<file path="src/rtl/flow_ctrl_unit_if.sv">
// Handshake and status bundle between the ALU/decode side and the flow control unit.
interface flow_ctrl_unit_if #(
    parameter int unsigned WIDTH = 20
);
    logic             res_valid;
    logic             res_ready;
    logic             res_zero;
    logic             res_sign;
    logic             res_carry;
    logic             res_mode;
    logic             flow_valid;
    logic             flow_ready;
    logic [2:0]       flow_op;
    logic [WIDTH-1:0] flow_operand;
    logic             trap_ack;
    logic             pc_load;
    logic [WIDTH-1:0] pc_target;
    logic [WIDTH-1:0] status;
    logic             trap;

    modport master (
        output res_valid, res_zero, res_sign, res_carry, res_mode,
        output flow_valid, flow_op, flow_operand, trap_ack,
        input  res_ready, flow_ready, pc_load, pc_target, status, trap
    );

    modport slave (
        input  res_valid, res_zero, res_sign, res_carry, res_mode,
        input  flow_valid, flow_op, flow_operand, trap_ack,
        output res_ready, flow_ready, pc_load, pc_target, status, trap
    );
endinterface

</file>
<file path="src/rtl/flow_ctrl_unit.sv">
// Program-flow unit: status register, flow-class execution and PC-load requests.
// Define FLOW_FWD_EN to forward same-cycle ALU flags into conditional jumps.
module flow_ctrl_unit #(
    parameter int unsigned      WIDTH    = 20,
    parameter logic [WIDTH-1:0] TRAP_VEC = 20'h00010
) (
    input logic             clk,
    input logic             rst_n,
    flow_ctrl_unit_if.slave bus
);
    typedef enum logic [1:0] {StIdle, StIssue, StTrap} state_e;
    typedef enum logic [2:0] {OpTrap, OpNop, OpJmp, OpJz, OpJs, OpJzs, OpLsr, OpXsr} op_e;

    state_e           state_q, state_d;
    logic             active_q;
    logic             trap_pend_q, trap_pend_d;
    logic [WIDTH-1:0] status_q, status_d;
    logic [WIDTH-1:0] pc_target_q, pc_target_d;
    logic             res_hs, flow_hs, flow_rdy;
    logic             cond_z, cond_s, take;
    op_e              op;

    assign op      = op_e'(bus.flow_op);
    assign res_hs  = bus.res_valid & active_q;
    assign flow_hs = bus.flow_valid & flow_rdy;

`ifdef FLOW_FWD_EN
    assign flow_rdy = active_q & (state_q == StIdle);
    assign cond_z   = res_hs ? bus.res_zero : status_q[0];
    assign cond_s   = res_hs ? bus.res_sign : status_q[1];
`else
    // Hold off flow while flags are arriving so jumps see the committed SR.
    assign flow_rdy = active_q & (state_q == StIdle) & ~bus.res_valid;
    assign cond_z   = status_q[0];
    assign cond_s   = status_q[1];
`endif

    always_comb begin
        state_d     = state_q;
        status_d    = status_q;
        pc_target_d = pc_target_q;
        trap_pend_d = trap_pend_q;
        take        = 1'b0;
        if (res_hs) begin
            status_d[3:0] = {bus.res_mode, bus.res_carry, bus.res_sign, bus.res_zero};
        end
        case (state_q)
            StIdle: begin
                if (flow_hs) begin
                    unique case (op)
                        OpTrap: begin
                            status_d[4] = 1'b1;
                            pc_target_d = TRAP_VEC;
                            trap_pend_d = 1'b1;
                            state_d     = StIssue;
                        end
                        OpNop:  take = 1'b0;
                        OpJmp:  take = 1'b1;
                        OpJz:   take = cond_z;
                        OpJs:   take = cond_s;
                        OpJzs:  take = cond_z | cond_s;
                        OpLsr:  status_d = bus.flow_operand;
                        OpXsr:  status_d = status_q ^ bus.flow_operand;
                    endcase
                    if (take) begin
                        pc_target_d = bus.flow_operand;
                        state_d     = StIssue;
                    end
                end
            end
            StIssue: begin
                state_d     = trap_pend_q ? StTrap : StIdle;
                trap_pend_d = 1'b0;
            end
            StTrap: begin
                if (bus.trap_ack) begin
                    status_d[4] = 1'b0;
                    state_d     = StIdle;
                end
            end
            default: state_d = StIdle;
        endcase
    end

    always_ff @(posedge clk or negedge rst_n) begin
        if (!rst_n) begin
            state_q     <= StIdle;
            active_q    <= 1'b0;
            trap_pend_q <= 1'b0;
            status_q    <= '0;
            pc_target_q <= '0;
        end else begin
            state_q     <= state_d;
            active_q    <= 1'b1;
            trap_pend_q <= trap_pend_d;
            status_q    <= status_d;
            pc_target_q <= pc_target_d;
        end
    end

    assign bus.res_ready  = active_q;
    assign bus.flow_ready = flow_rdy;
    assign bus.pc_load    = (state_q == StIssue);
    assign bus.pc_target  = pc_target_q;
    assign bus.status     = status_q;
    assign bus.trap       = status_q[4];
endmodule

</file>
<file path="src/flat_wrapper.sv">
// flat-port wrapper written by rule: the top's interface ports become plain ports
module flow_ctrl_unit_flat 
#(
    parameter int unsigned      WIDTH    = 20,
    parameter logic [WIDTH-1:0] TRAP_VEC = 20'h00010
)
  (clk, rst_n, bus_res_valid, bus_res_zero, bus_res_sign, bus_res_carry, bus_res_mode, bus_flow_valid, bus_flow_op, bus_flow_operand, bus_trap_ack, bus_res_ready, bus_flow_ready, bus_pc_load, bus_pc_target, bus_status, bus_trap);
  flow_ctrl_unit_if #(.WIDTH(WIDTH)) bus_i ();
  input logic clk;
  input logic rst_n;
  input wire logic [$bits(bus_i.res_valid)-1:0] bus_res_valid;
  input wire logic [$bits(bus_i.res_zero)-1:0] bus_res_zero;
  input wire logic [$bits(bus_i.res_sign)-1:0] bus_res_sign;
  input wire logic [$bits(bus_i.res_carry)-1:0] bus_res_carry;
  input wire logic [$bits(bus_i.res_mode)-1:0] bus_res_mode;
  input wire logic [$bits(bus_i.flow_valid)-1:0] bus_flow_valid;
  input wire logic [$bits(bus_i.flow_op)-1:0] bus_flow_op;
  input wire logic [$bits(bus_i.flow_operand)-1:0] bus_flow_operand;
  input wire logic [$bits(bus_i.trap_ack)-1:0] bus_trap_ack;
  output wire logic [$bits(bus_i.res_ready)-1:0] bus_res_ready;
  output wire logic [$bits(bus_i.flow_ready)-1:0] bus_flow_ready;
  output wire logic [$bits(bus_i.pc_load)-1:0] bus_pc_load;
  output wire logic [$bits(bus_i.pc_target)-1:0] bus_pc_target;
  output wire logic [$bits(bus_i.status)-1:0] bus_status;
  output wire logic [$bits(bus_i.trap)-1:0] bus_trap;
  assign bus_i.res_valid = bus_res_valid;
  assign bus_i.res_zero = bus_res_zero;
  assign bus_i.res_sign = bus_res_sign;
  assign bus_i.res_carry = bus_res_carry;
  assign bus_i.res_mode = bus_res_mode;
  assign bus_i.flow_valid = bus_flow_valid;
  assign bus_i.flow_op = bus_flow_op;
  assign bus_i.flow_operand = bus_flow_operand;
  assign bus_i.trap_ack = bus_trap_ack;
  assign bus_res_ready = bus_i.res_ready;
  assign bus_flow_ready = bus_i.flow_ready;
  assign bus_pc_load = bus_i.pc_load;
  assign bus_pc_target = bus_i.pc_target;
  assign bus_status = bus_i.status;
  assign bus_trap = bus_i.trap;
  flow_ctrl_unit #(.WIDTH(WIDTH), .TRAP_VEC(TRAP_VEC)) u_core (.clk(clk), .rst_n(rst_n), .bus(bus_i));
endmodule
</file>
<file path="config.mk">
export PLATFORM = sky130hd
export DESIGN_NAME = flow_ctrl_unit_flat
export DESIGN_NICKNAME = d
export VERILOG_FILES = /design/src/rtl/flow_ctrl_unit_if.sv /design/src/rtl/flow_ctrl_unit.sv /design/src/flat_wrapper.sv
export SDC_FILE = /design/constraint.sdc
export NUM_CORES = 1
export LEC_CHECK = 0
export BUFFER_PORTS_ARGS = -buffer_cell sky130_fd_sc_hd__buf_2
export CAP_MARGIN = 0
export CORE_MARGIN = 2
export CORE_UTILIZATION = 35
export DETAILED_ROUTE_END_ITERATION = 6
export GPL_TIMING_DRIVEN = 0
export PLACE_DENSITY = 0.67
export SLEW_MARGIN = 10
export SYNTH_ARGS = -nofsm -noshare
export SYNTH_HDL_FRONTEND = slang
export SYNTH_SLANG_ARGS = --single-unit
</file>
<file path="constraint.sdc">
create_clock -name clk -period 1.6 [get_ports clk]
set_input_delay 0.32 -clock clk [delete_from_list [all_inputs] [get_ports clk]]
set_output_delay 0.32 -clock clk [all_outputs]
set_load 0.01 [all_outputs]
</file>
==> insert_results.sql, run 1 <==
INSERT INTO impl_metrics (metric_group, metric, value, unit) VALUES
('critical_path', 'critical_path_arrival', '1.77', 'ns'),
('power_and_ir_drop', 'sw_frac_of_total', '29.37', '%'),
('route', 'drt_pass1_iterations', '4', ''),
('synth', 'synth.ff_latch_count', '44', ''),
('final_layout', 'ff_latch_area', '0.001105', 'mm²'),
('synth', 'yosysUniqueCellTypes', '33', ''),
('global_routing', 'vias_in_the_first_global_route', '1747', ''),
('synth', 'yosysTopAreaCell', 'sky130_fd_sc_hd__dfrtp_1', ''),
('sta', 'fin_worst_hold_slack', '0.1868', 'ns'),
('power_and_ir_drop', 'p_leak', '0.001341', 'µW'),
('synth', 'synth-compound-area-share', '27.33', '%'),
('clock_network', 'clock_sink_total', '44', ''),
('run_status', 'outcome', 'finished, final reports clean', ''),
('synth', 'synth_top_cell_area_share', '53.56', '%'),
('floorplanning', 'die_wd', '80.64', 'µm'),
('synth', 'synth-edff-count', '0', ''),
('placement', 'hpwl', '3610', 'µm'),
('power_and_ir_drop', 'switchingPower', '798.0', 'µW'),
('synth', 'asyncSetResetFlopFracSynth', '100.0', '%'),
('final_layout', 'finish.net_count', '297', ''),
('synth', 'synthTopCellsByArea', 'sky130_fd_sc_hd__dfrtp_1, sky130_fd_sc_hd__a22o_1, sky130_fd_sc_hd__a311oi_2', ''),
('floorplanning', 'die_height', '80.64', 'µm'),
('run', 'drv_cap', '0', ''),
('final_layout', 'multiInputGateArea', '905.9', 'µm²'),
('synth', 'main_combinational_cell_family_by_area_after_synthesis', 'compound AO/OA/AOI/OAI gates', ''),
('critical_path', 'reg2reg_depth', '6', ''),
('floorplanning', 'die_area', '0.006503', 'mm²'),
('placement', 'globalplace.congestion', '0.7701', ''),
('sta', 'rsz_0062_raised_after_global_routing', 'true', ''),
('global_routing', 'grt_use_total', '16.58', '%'),
('power_and_ir_drop', 'max-vdd-ir-drop', '0.4408', 'mV'),
('final_layout', 'postLayoutCellArea', '0.002725', 'mm²'),
('power_and_ir_drop', 'clkPwrFrac', '27.6', '%'),
('synth', 'yosys_warnings', '0', ''),
('clock_network', 'clock_tree_from_tritoncts', 'built', ''),
('critical_path', 'setup.worst_path.end_class', 'flip-flop', ''),
('sta', 'timing_worst_slew_pin_value', '0.9999', 'ns'),
('synth', 'synth_fa_ha_area_share', '0', '%'),
('global_routing', 'gr-total-overflow', '0', ''),
('sta', 'finalMaxSlewViolations', '0', ''),
('clock_network', 'clk_transition_reported_paths', '0.09', 'ns'),
('final_layout', 'fraction_of_final_layout_cells_sized_beyond_drive_strength_1', '45.86', '%'),
('final_layout', 'area_delta_synth_final', '32.56', '%'),
('final_layout', 'fillCellCount', '524', ''),
('clock_network', 'cts-buffers-inserted', '5', ''),
('floorplanning', 'pin_count', '76', ''),
('final_layout', 'insertedDiodeCount', '0', ''),
('synth', 'synth.net_count', '210', ''),
('sta', 'setup-violations-final', '0', ''),
('route', 'vias_per_cell', '5.231', ''),
('min_path', 'min_path_type', 'in2async', ''),
('global_routing', 'antenna_violations_before_repair', '0', ''),
('synth', 'syn_avg_cell_area', '11.55', 'µm²'),
('sta', 'finalClockSkew', '0.007160', 'ns'),
('synth', 'syn-cell-area', '0.002056', 'mm²'),
('clock_network', 'cts.htree.levels', '2', ''),
('floorplanning', 'core_area', '0.005574', 'mm²'),
('synth', 'synthCells', '178', ''),
('placement', 'port_buffers', '75', ''),
('critical_path', 'crit_type', 'reg2reg', ''),
('route', 'drt_drc', '0', ''),
('power_and_ir_drop', 'share_seq_of_total_power', '50.4', '%'),
('critical_path', 'critical_path_peak_fanout', '15', ''),
('global_routing', 'grt_start_max_net_pins', '45', ''),
('sta', 'finalHoldViolations', '0', ''),
('floorplanning', 'row_count', '27', ''),
('clock_network', 'clk-insertion-delay-late', '0.29', 'ns'),
('sta', 'slew-limit-headroom', '33.34', '%'),
('synth', 'most_frequently_used_flop_master_after_synthesis', 'sky130_fd_sc_hd__dfrtp_1', ''),
('sta', 'finalCriticalPeriod', '1.598', 'ns'),
('route', 'routed_wl', '5218', 'µm');
==> worst paths after layout <==
path	startpoint	endpoint	slack (ns)
worst max-delay path	u_core.state_q[0]	u_core.bus.status[8]	0.002
worst min-delay path	rst_n	u_core.bus.pc_target[2]	0.19
worst max register to register	u_core.state_q[0]	u_core.bus.status[8]	0.002
worst min register to register	u_core.trap_pend_q	u_core.state_q[1]	0.48
max in group asynchronous	rst_n	u_core.state_q[1]	0.72
min in group clk	bus_flow_operand[18]	u_core.bus.status[18]	0.23
==> worst max-delay path: stages, from the launching register on <==
cell	delay, ns
sky130_fd_sc_hd__dfrtp_2	0.47
sky130_fd_sc_hd__nor4b_4	0.30
sky130_fd_sc_hd__buf_4	0.17
sky130_fd_sc_hd__nand4bb_4	0.12
sky130_fd_sc_hd__buf_12	0.17
sky130_fd_sc_hd__a21oi_1	0.18
sky130_fd_sc_hd__a311oi_2	0.07
==> cell type report <==
class | instances | area share, %
flip-flops and latches | 44 | 40.54
multi-input cells | 119 | 33.24
repair buffers | 81 | 15.89
well taps | 72 | 3.306
clock buffers | 6 | 3.030
plain buffers | 10 | 2.938
inverters | 4 | 0.5510
clock inverters | 2 | 0.5051
==> power groups by stage <==
stage	clock, µW	combinational [µW]	sequential (µW)
6_report	749	598	1370
5_1_grt	818	660	1390
4_1_cts	771	599	1370
3_5_place_dp	0	588	1390
3_3_place_gp	0	577	1390
2_1_floorplan	0	235	1460
==> repair_timing <==
item | CTS | global route
buffers inserted | 5 | 1
pin swaps | 5 | 2
setup endpoints to repair | 34 | 37
resized for setup | 8 | 8
==> placed cells by master (no fill, tap or decap), types with 2 or more instances in the layout <==
cell type                   n
sky130_fd_sc_hd__buf_4      6
sky130_fd_sc_hd__a211oi_1   6
sky130_fd_sc_hd__a311oi_1   5
sky130_fd_sc_hd__xor2_1     3
sky130_fd_sc_hd__a21oi_1   13
sky130_fd_sc_hd__dfrtp_1   41
sky130_fd_sc_hd__a21oi_2    5
sky130_fd_sc_hd__a311oi_2  10
sky130_fd_sc_hd__nor3b_1    2
sky130_fd_sc_hd__clkbuf_4   3
sky130_fd_sc_hd__a21o_1     2
sky130_fd_sc_hd__dfrtp_2    3
sky130_fd_sc_hd__nor3_1     2
sky130_fd_sc_hd__o21ai_0    3
sky130_fd_sc_hd__clkbuf_8   6
sky130_fd_sc_hd__nor2_1    21
sky130_fd_sc_hd__nand2_1   11
sky130_fd_sc_hd__buf_2     78
sky130_fd_sc_hd__a22o_1    19
sky130_fd_sc_hd__inv_1      4
sky130_fd_sc_hd__buf_12     2
==> per-stage QoR <==
step / total power (µW) / std cells / setup TNS (ns) / worst slack, ns / utilization, %
after floorplan: 1691 / 178 / 0 / 0.01382 / -
after global placement: 1964 / 325 / -6.228 / -0.2161 / 45.23
after detailed placement: 1976 / 325 / -6.922 / -0.2549 / 45.23
after CTS: 2738 / 337 / -0.001812 / -0.001812 / 48.26
after global routing: 2868 / 338 / -0.1452 / -0.02443 / 48.89
final: 2717 / 338 / 0 / 0.001798 / 48.89
==> layer usage <==
metal / GRT usage (%) / up-vias / wire length [µm] / part of all wire, %
met5: 0 / - / 0 / 0
met1: 22.27 / 860 / 2415 / 46
li1: - / 838 / - / -
met4: 4.068 / 0 / 34 / 0.65
met2: 27.08 / 65 / 2403 / 46
met3: 3.820 / 5 / 365 / 7.0
==> cell families after synthesis <==
family / after synthesis
other: 1
xor gates and xnor gates: 4
buffers and inverters: 15
AOI/OAI and AO/OA: 68
and+or+nand+nor: 45
DFF: 44
muxes: 1
==> synthesized netlist by cell type, drive strengths merged (2+ instances only) <==
master   n
a311oi  15
nor3b    3
nand2   11
a21oi   18
dfrtp   44
a22o    19
inv      4
nor2    21
buf     10
o21ai    4
xor2     3
a21o     2
a211oi   6
nor3     2
==> sequential cells by signal (all words and copies together), names as in the netlist <==
signal	count
u_core.state_q	2
u_core.bus.status	20
u_core.bus.res_ready	1
u_core.trap_pend_q	1
u_core.bus.pc_target	20
(Power assumes the default switching activity.)
==> inputs of run 2 (changes only) <==
- REMOVE_ABC_BUFFERS: unset -> 1
==> insert_results.sql, run 2 (synthesis gave the netlist of run 1 again) <==
INSERT INTO impl_metrics (metric_group, metric, value, unit) VALUES
('route', 'drt_drc', '0', ''),
('clock_network', 'clk_transition_reported_paths', '0.10', 'ns'),
('floorplanning', 'die_area', '0.006503', 'mm²'),
('critical_path', 'critical_path_peak_fanout', '15', ''),
('route', 'routed_wl', '5825', 'µm'),
('power_and_ir_drop', 'max-vdd-ir-drop', '0.4711', 'mV'),
('final_layout', 'insertedDiodeCount', '0', ''),
('sta', 'max_freq', '626.2', 'MHz'),
('clock_network', 'clock_sink_total', '44', ''),
('min_path', 'min_path_type', 'in2async', ''),
('final_layout', 'layout_commonest_cell', 'sky130_fd_sc_hd__buf_2', ''),
('route', 'count_of_routing_violations_after_the_opening_detailed_route_iteration', '89', ''),
('power_and_ir_drop', 'p_leak', '0.001373', 'µW'),
('global_routing', 'grt_first_pass_wirelength', '8873', 'µm'),
('critical_path', 'slowest_stage', 'sky130_fd_sc_hd__dfrtp_2', ''),
('placement', 'globalplace.congestion', '0.6913', ''),
('floorplanning', 'pin_count', '76', ''),
('clock_network', 'cts-buffers-inserted', '5', ''),
('route', 'drt-wirelength-per-cell', '16.93', 'µm'),
('placement', 'hpwl', '3447', 'µm'),
('sta', 'finalClockSkew', '0.01478', 'ns'),
('route', 'num_vias', '1802', ''),
('final_layout', 'area_delta_synth_final', '39.50', '%'),
('global_routing', 'grt_use_total', '17.91', '%'),
('critical_path', 'setup.worst_path.end_class', 'flip-flop', ''),
('route', 'final_antenna_net_count', '0', ''),
('sta', 'finalHoldViolations', '0', ''),
('critical_path', 'cp.required', '1.77', 'ns'),
('clock_network', 'clk-insertion-delay-late', '0.30', 'ns'),
('floorplanning', 'floorplan.initialDensity', '36.88', '%'),
('sta', 'finalCriticalPeriod', '1.597', 'ns'),
('floorplanning', 'die_wd', '80.64', 'µm'),
('sta', 'fin_crit_sh', '99.81', '%'),
('final_layout', 'finalNonFillerCells', '344', ''),
('sta', 'rsz_0062_raised_after_global_routing', 'true', ''),
('final_layout', 'fraction_of_final_layout_cells_sized_beyond_drive_strength_1', '51.84', '%'),
('critical_path', 'crit_start_category', 'flip-flop', ''),
('final_layout', 'layout_common_cells', 'sky130_fd_sc_hd__buf_2, sky130_fd_sc_hd__dfrtp_1, sky130_fd_sc_hd__nor2_1', ''),
('final_layout', 'finish.net_count', '303', ''),
('sta', 'setup-violations-final', '0', ''),
('global_routing', 'vias_in_the_first_global_route', '1680', ''),
('critical_path', 'critical_path_arrival', '1.76', 'ns'),
('placement', 'port_buffers', '75', ''),
('critical_path', 'crit_path_cell_trace', 'nor4b_4 -> buf_4 -> nand4bb_4 -> buf_12 -> a21oi_1 -> a311oi_1', ''),
('global_routing', 'grt_start_max_net_pins', '45', ''),
('run', 'drv_cap', '0', ''),
('global_routing', 'antenna_violations_before_repair', '0', ''),
('critical_path', 'crit_type', 'reg2reg', ''),
('critical_path', 'slowest_delay', '0.46', 'ns'),
('clock_network', 'ctsRootBufferMaster', 'sky130_fd_sc_hd__clkbuf_8', ''),
('final_layout', 'fin_util', '51.45', '%'),
('clock_network', 'cts.htree.levels', '2', ''),
('sta', 'finalMaxSlewViolations', '0', ''),
('floorplanning', 'row_count', '27', ''),
('route', 'drt_pass1_iterations', '4', ''),
('clock_network', 'cts_max_path_buffers', '2', ''),
('clock_network', 'clock_tree_from_tritoncts', 'built', ''),
('floorplanning', 'core_area', '0.005574', 'mm²'),
('run_status', 'outcome', 'finished, final reports clean', ''),
('floorplanning', 'die_height', '80.64', 'µm'),
('sta', 'slew-limit-headroom', '33.66', '%'),
('power_and_ir_drop', 'power_density_cells', '953.9', 'mW/mm²'),
('global_routing', 'gr-total-overflow', '0', ''),
('route', 'vias_per_cell', '5.238', ''),
('clock_network', 'cts_hold_repair.buffers', '0', ''),
('sta', 'timing_worst_slew_pin_value', '0.9950', 'ns'),
('placement', 'dp.cells', '315', '');
## run 2: cell types whose count changed in the layout (fill, tap and decap cells not counted), sizes merged
cell,previous run,this run
buf,87,94
clkbuf,10,6
clkinvlp,0,2
and2,1,2
inv,5,4
nor4,1,2
## run 2: layout make-up
class / instances / area, µm²
Clock inverter: 3 / 23.77
Multi-Input combinational cell: 121 / 1003
Fill cell: 517 / 2706
Timing Repair Buffer: 95 / 561.8
Tap cell: 72 / 90.09
Sequential cell: 44 / 1105
Inverter: 4 / 15.01
Clock buffer: 5 / 68.82
## run 2: worst max-delay path, delay by kind of cell, from the launching register on
family          cells  cell delay (ns)
flops               1             0.46
buf+inv             2             0.35
compound gates      2             0.22
simple gates        2             0.43
## run 2: path summary, 6_finish.rpt
check	endpoint	depth (start not counted)	slack, ns	from
max	u_core.bus.status[19]	6	0.003	u_core.state_q[1]
min	u_core.bus.pc_target[2]	1	0.17	rst_n
max reg2reg	u_core.bus.status[19]	6	0.003	u_core.state_q[1]
min reg2reg	u_core.state_q[1]	2	0.49	u_core.trap_pend_q
max in group asynchronous	u_core.state_q[1]	1	0.75	rst_n
min in group clk	u_core.bus.status[17]	2	0.22	bus_flow_operand[17]
## run 2: per-layer routing
metal  global-route usage [%]  wire (µm)
met2                    29.75       2895
met4                    4.407         42
met3                    3.596        265
met5                        0          0
met1                    23.93       2621
## run 2: through the flow
stage | hold WS [ns] | power (µW) | instance area (µm²) | TNS (ns) | setup slack (ns)
floorplan | 0.02441 | 1682 | 1987 | -16.31 | -0.6281
global placement | 0.4711 | 1953 | 2452 | -47.03 | -1.670
detailed placement | 0.4725 | 1980 | 2467 | -22.87 | -0.8802
CTS | 0.2069 | 2732 | 2701 | -0.01064 | -0.005883
global route | 0.2281 | 2911 | 2868 | -1.917 | -0.08101
finish | 0.1736 | 2736 | 2868 | 0 | 0.002966
## run 2: power breakdown
part	internal [µW]	switching, µW
Sequential	1270	105
Clock	310	408
Combinational	321	325
## run 2: repair_timing
item,in CTS,in global routing
resized for setup,10,20
cloned,1,2
buffers inserted,9,9
endpoints found under the setup margin,40,29
pin swaps,4,9
==> inputs of run 3 (changes only) <==
- HOLD_SLACK_MARGIN: unset -> 0.15
- MAX_ROUTING_LAYER: unset -> met4
==> insert_results.sql, run 3 (synthesis gave the netlist of run 1 again) <==
INSERT INTO impl_metrics (metric_group, metric, value, unit) VALUES
('route', 'final_antenna_net_count', '0', ''),
('clock_network', 'clock_tree_from_tritoncts', 'built', ''),
('sta', 'slew-limit-headroom', '32.21', '%'),
('critical_path', 'setup.worst_path.end_class', 'flip-flop', ''),
('final_layout', 'insertedDiodeCount', '0', ''),
('global_routing', 'vias_in_the_first_global_route', '1686', ''),
('final_layout', 'finish.net_count', '304', ''),
('final_layout', 'layout_common_cells', 'sky130_fd_sc_hd__buf_2, sky130_fd_sc_hd__dfrtp_1, sky130_fd_sc_hd__nor2_1', ''),
('final_layout', 'fillCellCount', '524', ''),
('min_path', 'min_path_type', 'in2async', ''),
('clock_network', 'ctsRootBufferMaster', 'sky130_fd_sc_hd__clkbuf_8', ''),
('global_routing', 'gr-total-overflow', '0', ''),
('final_layout', 'fraction_of_final_layout_cells_sized_beyond_drive_strength_1', '52.01', '%'),
('sta', 'setup-violations-final', '0', ''),
('floorplanning', 'die_height', '80.64', 'µm'),
('critical_path', 'critical_path_peak_fanout', '10', ''),
('placement', 'port_buffers', '75', ''),
('clock_network', 'clk_transition_reported_paths', '0.09', 'ns'),
('sta', 'finalClockSkew', '0.01021', 'ns'),
('route', 'drt_drc', '0', ''),
('route', 'count_of_routing_violations_after_the_opening_detailed_route_iteration', '82', ''),
('critical_path', 'cp.required', '1.79', 'ns'),
('final_layout', 'layout_commonest_cell', 'sky130_fd_sc_hd__buf_2', ''),
('placement', 'globalplace.congestion', '0.6986', ''),
('sta', 'fin_tns_setup', '0', 'ns'),
('power_and_ir_drop', 'power', '2743', 'µW'),
('route', 'routed_wl', '6160', 'µm'),
('global_routing', 'grt_use_total', '18.47', '%'),
('run', 'drv_cap', '0', ''),
('global_routing', 'grt_start_max_net_pins', '45', ''),
('route', 'vias_per_cell', '5.368', ''),
('power_and_ir_drop', 'power_density_cells', '953.6', 'mW/mm²'),
('critical_path', 'crit_start_category', 'flip-flop', ''),
('placement', 'pre_cts_ws', '-0.8802', 'ns'),
('global_routing', 'grt_first_pass_wirelength', '8894', 'µm'),
('floorplanning', 'die_area', '0.006503', 'mm²'),
('sta', 'finalCriticalPeriod', '1.593', 'ns'),
('critical_path', 'crit_type', 'reg2reg', ''),
('sta', 'rsz_0062_raised_after_global_routing', 'true', ''),
('placement', 'hpwl', '3447', 'µm'),
('sta', 'timing_worst_slew_pin_value', '1.017', 'ns'),
('sta', 'finalHoldViolations', '0', ''),
('final_layout', 'area_delta_synth_final', '39.93', '%'),
('clock_network', 'cts_max_path_buffers', '2', ''),
('sta', 'postLayoutSetupSlackWorst', '0.006724', 'ns'),
('power_and_ir_drop', 'max-vdd-ir-drop', '0.4742', 'mV'),
('floorplanning', 'row_count', '27', ''),
('floorplanning', 'die_wd', '80.64', 'µm'),
('floorplanning', 'pin_count', '76', ''),
('clock_network', 'cts.htree.levels', '2', ''),
('sta', 'finalMaxSlewViolations', '0', ''),
('route', 'num_vias', '1852', ''),
('clock_network', 'cts_hold_repair.buffers', '0', ''),
('critical_path', 'critical_path_arrival', '1.78', 'ns'),
('run_status', 'outcome', 'finished, final reports clean', ''),
('route', 'drt_pass1_iterations', '4', ''),
('floorplanning', 'core_area', '0.005574', 'mm²'),
('clock_network', 'clk-insertion-delay-late', '0.30', 'ns'),
('sta', 'fin_crit_sh', '99.58', '%'),
('power_and_ir_drop', 'p_leak', '0.001380', 'µW'),
('route', 'drt-wirelength-per-cell', '17.86', 'µm'),
('clock_network', 'cts-buffers-inserted', '5', ''),
('floorplanning', 'floorplan.initialDensity', '36.88', '%'),
('sta', 'max_freq', '627.6', 'MHz'),
('global_routing', 'antenna_violations_before_repair', '0', ''),
('clock_network', 'clock_sink_total', '44', '');
## run 3: cell count changes in the layout (fill, tap and decap cells not counted), sizes merged
| cell | previous run | this run |
|---|---|---|
| o21a | 1 | 2 |
| buf | 94 | 95 |
| clkbuf | 6 | 5 |
## run 3: repair_timing
action	CTS	global route
buffers inserted	9	9
endpoints found under the setup margin	40	29
pin swaps	4	8
resized for setup	10	19
gates cloned	1	3
## run 3: final cells by class
type | instances | area, µm² | area share (%)
clock buffer | 5 | 68.82 | 2.392
clock inverter | 3 | 23.77 | 0.8264
inverter | 4 | 15.01 | 0.5220
multi-input combinational | 122 | 1015 | 35.28
sequential | 44 | 1105 | 38.41
tap | 72 | 90.09 | 3.132
timing repair buffer | 95 | 559.3 | 19.44
## run 3: report_power, final
part	switching, µW	leakage [µW]	internal [µW]	total (µW)
sequential	105	0.000565	1270	1370
combinational	332	0.000775	319	651
clock	410	0.0000404	310	720
total	847	0.00138	1900	2740
## run 3: metrics by stage
| step | area [µm²] | instances | hold WS, ns | utilization (%) |
|---|---|---|---|---|
| after global routing | 2877 | 345 | 0.2281 | 51.60 |
| after CTS | 2701 | 333 | 0.2069 | 48.46 |
| final | 2877 | 345 | 0.1851 | 51.60 |
| after global placement | 2452 | 314 | 0.4711 | 44.00 |
| after floorplan | 1987 | 167 | 0.02441 | - |
| after detailed placement | 2467 | 315 | 0.4725 | 44.26 |
## run 3: final timing paths
check,from,endpoint,slack (ns),cells past startpoint
max reg2reg,u_core.bus.status[0],u_core.bus.pc_target[15],0.007,5
max,u_core.bus.status[0],u_core.bus.pc_target[15],0.007,5
min reg2reg,u_core.trap_pend_q,u_core.state_q[1],0.50,2
max in group asynchronous,rst_n,u_core.state_q[1],0.71,1
min,rst_n,u_core.bus.pc_target[3],0.19,1
min in group clk,bus_flow_operand[17],u_core.bus.status[17],0.23,2
## run 3: critical path, cell delays in order, from the launching register on
cell	delay, ns
sky130_fd_sc_hd__dfrtp_1	0.44
sky130_fd_sc_hd__a21oi_1	0.27
sky130_fd_sc_hd__nor3b_2	0.12
sky130_fd_sc_hd__buf_4	0.17
sky130_fd_sc_hd__o21a_4	0.27
sky130_fd_sc_hd__a22o_1	0.20
## run 3: per-layer routing
metal	wire [µm]	GRT usage, %	up-vias
met4	42	4.407	0
met5	0	-	-
met1	2770	24.43	927
met2	3054	29.42	63
li1	-	-	857
met3	293	3.596	5
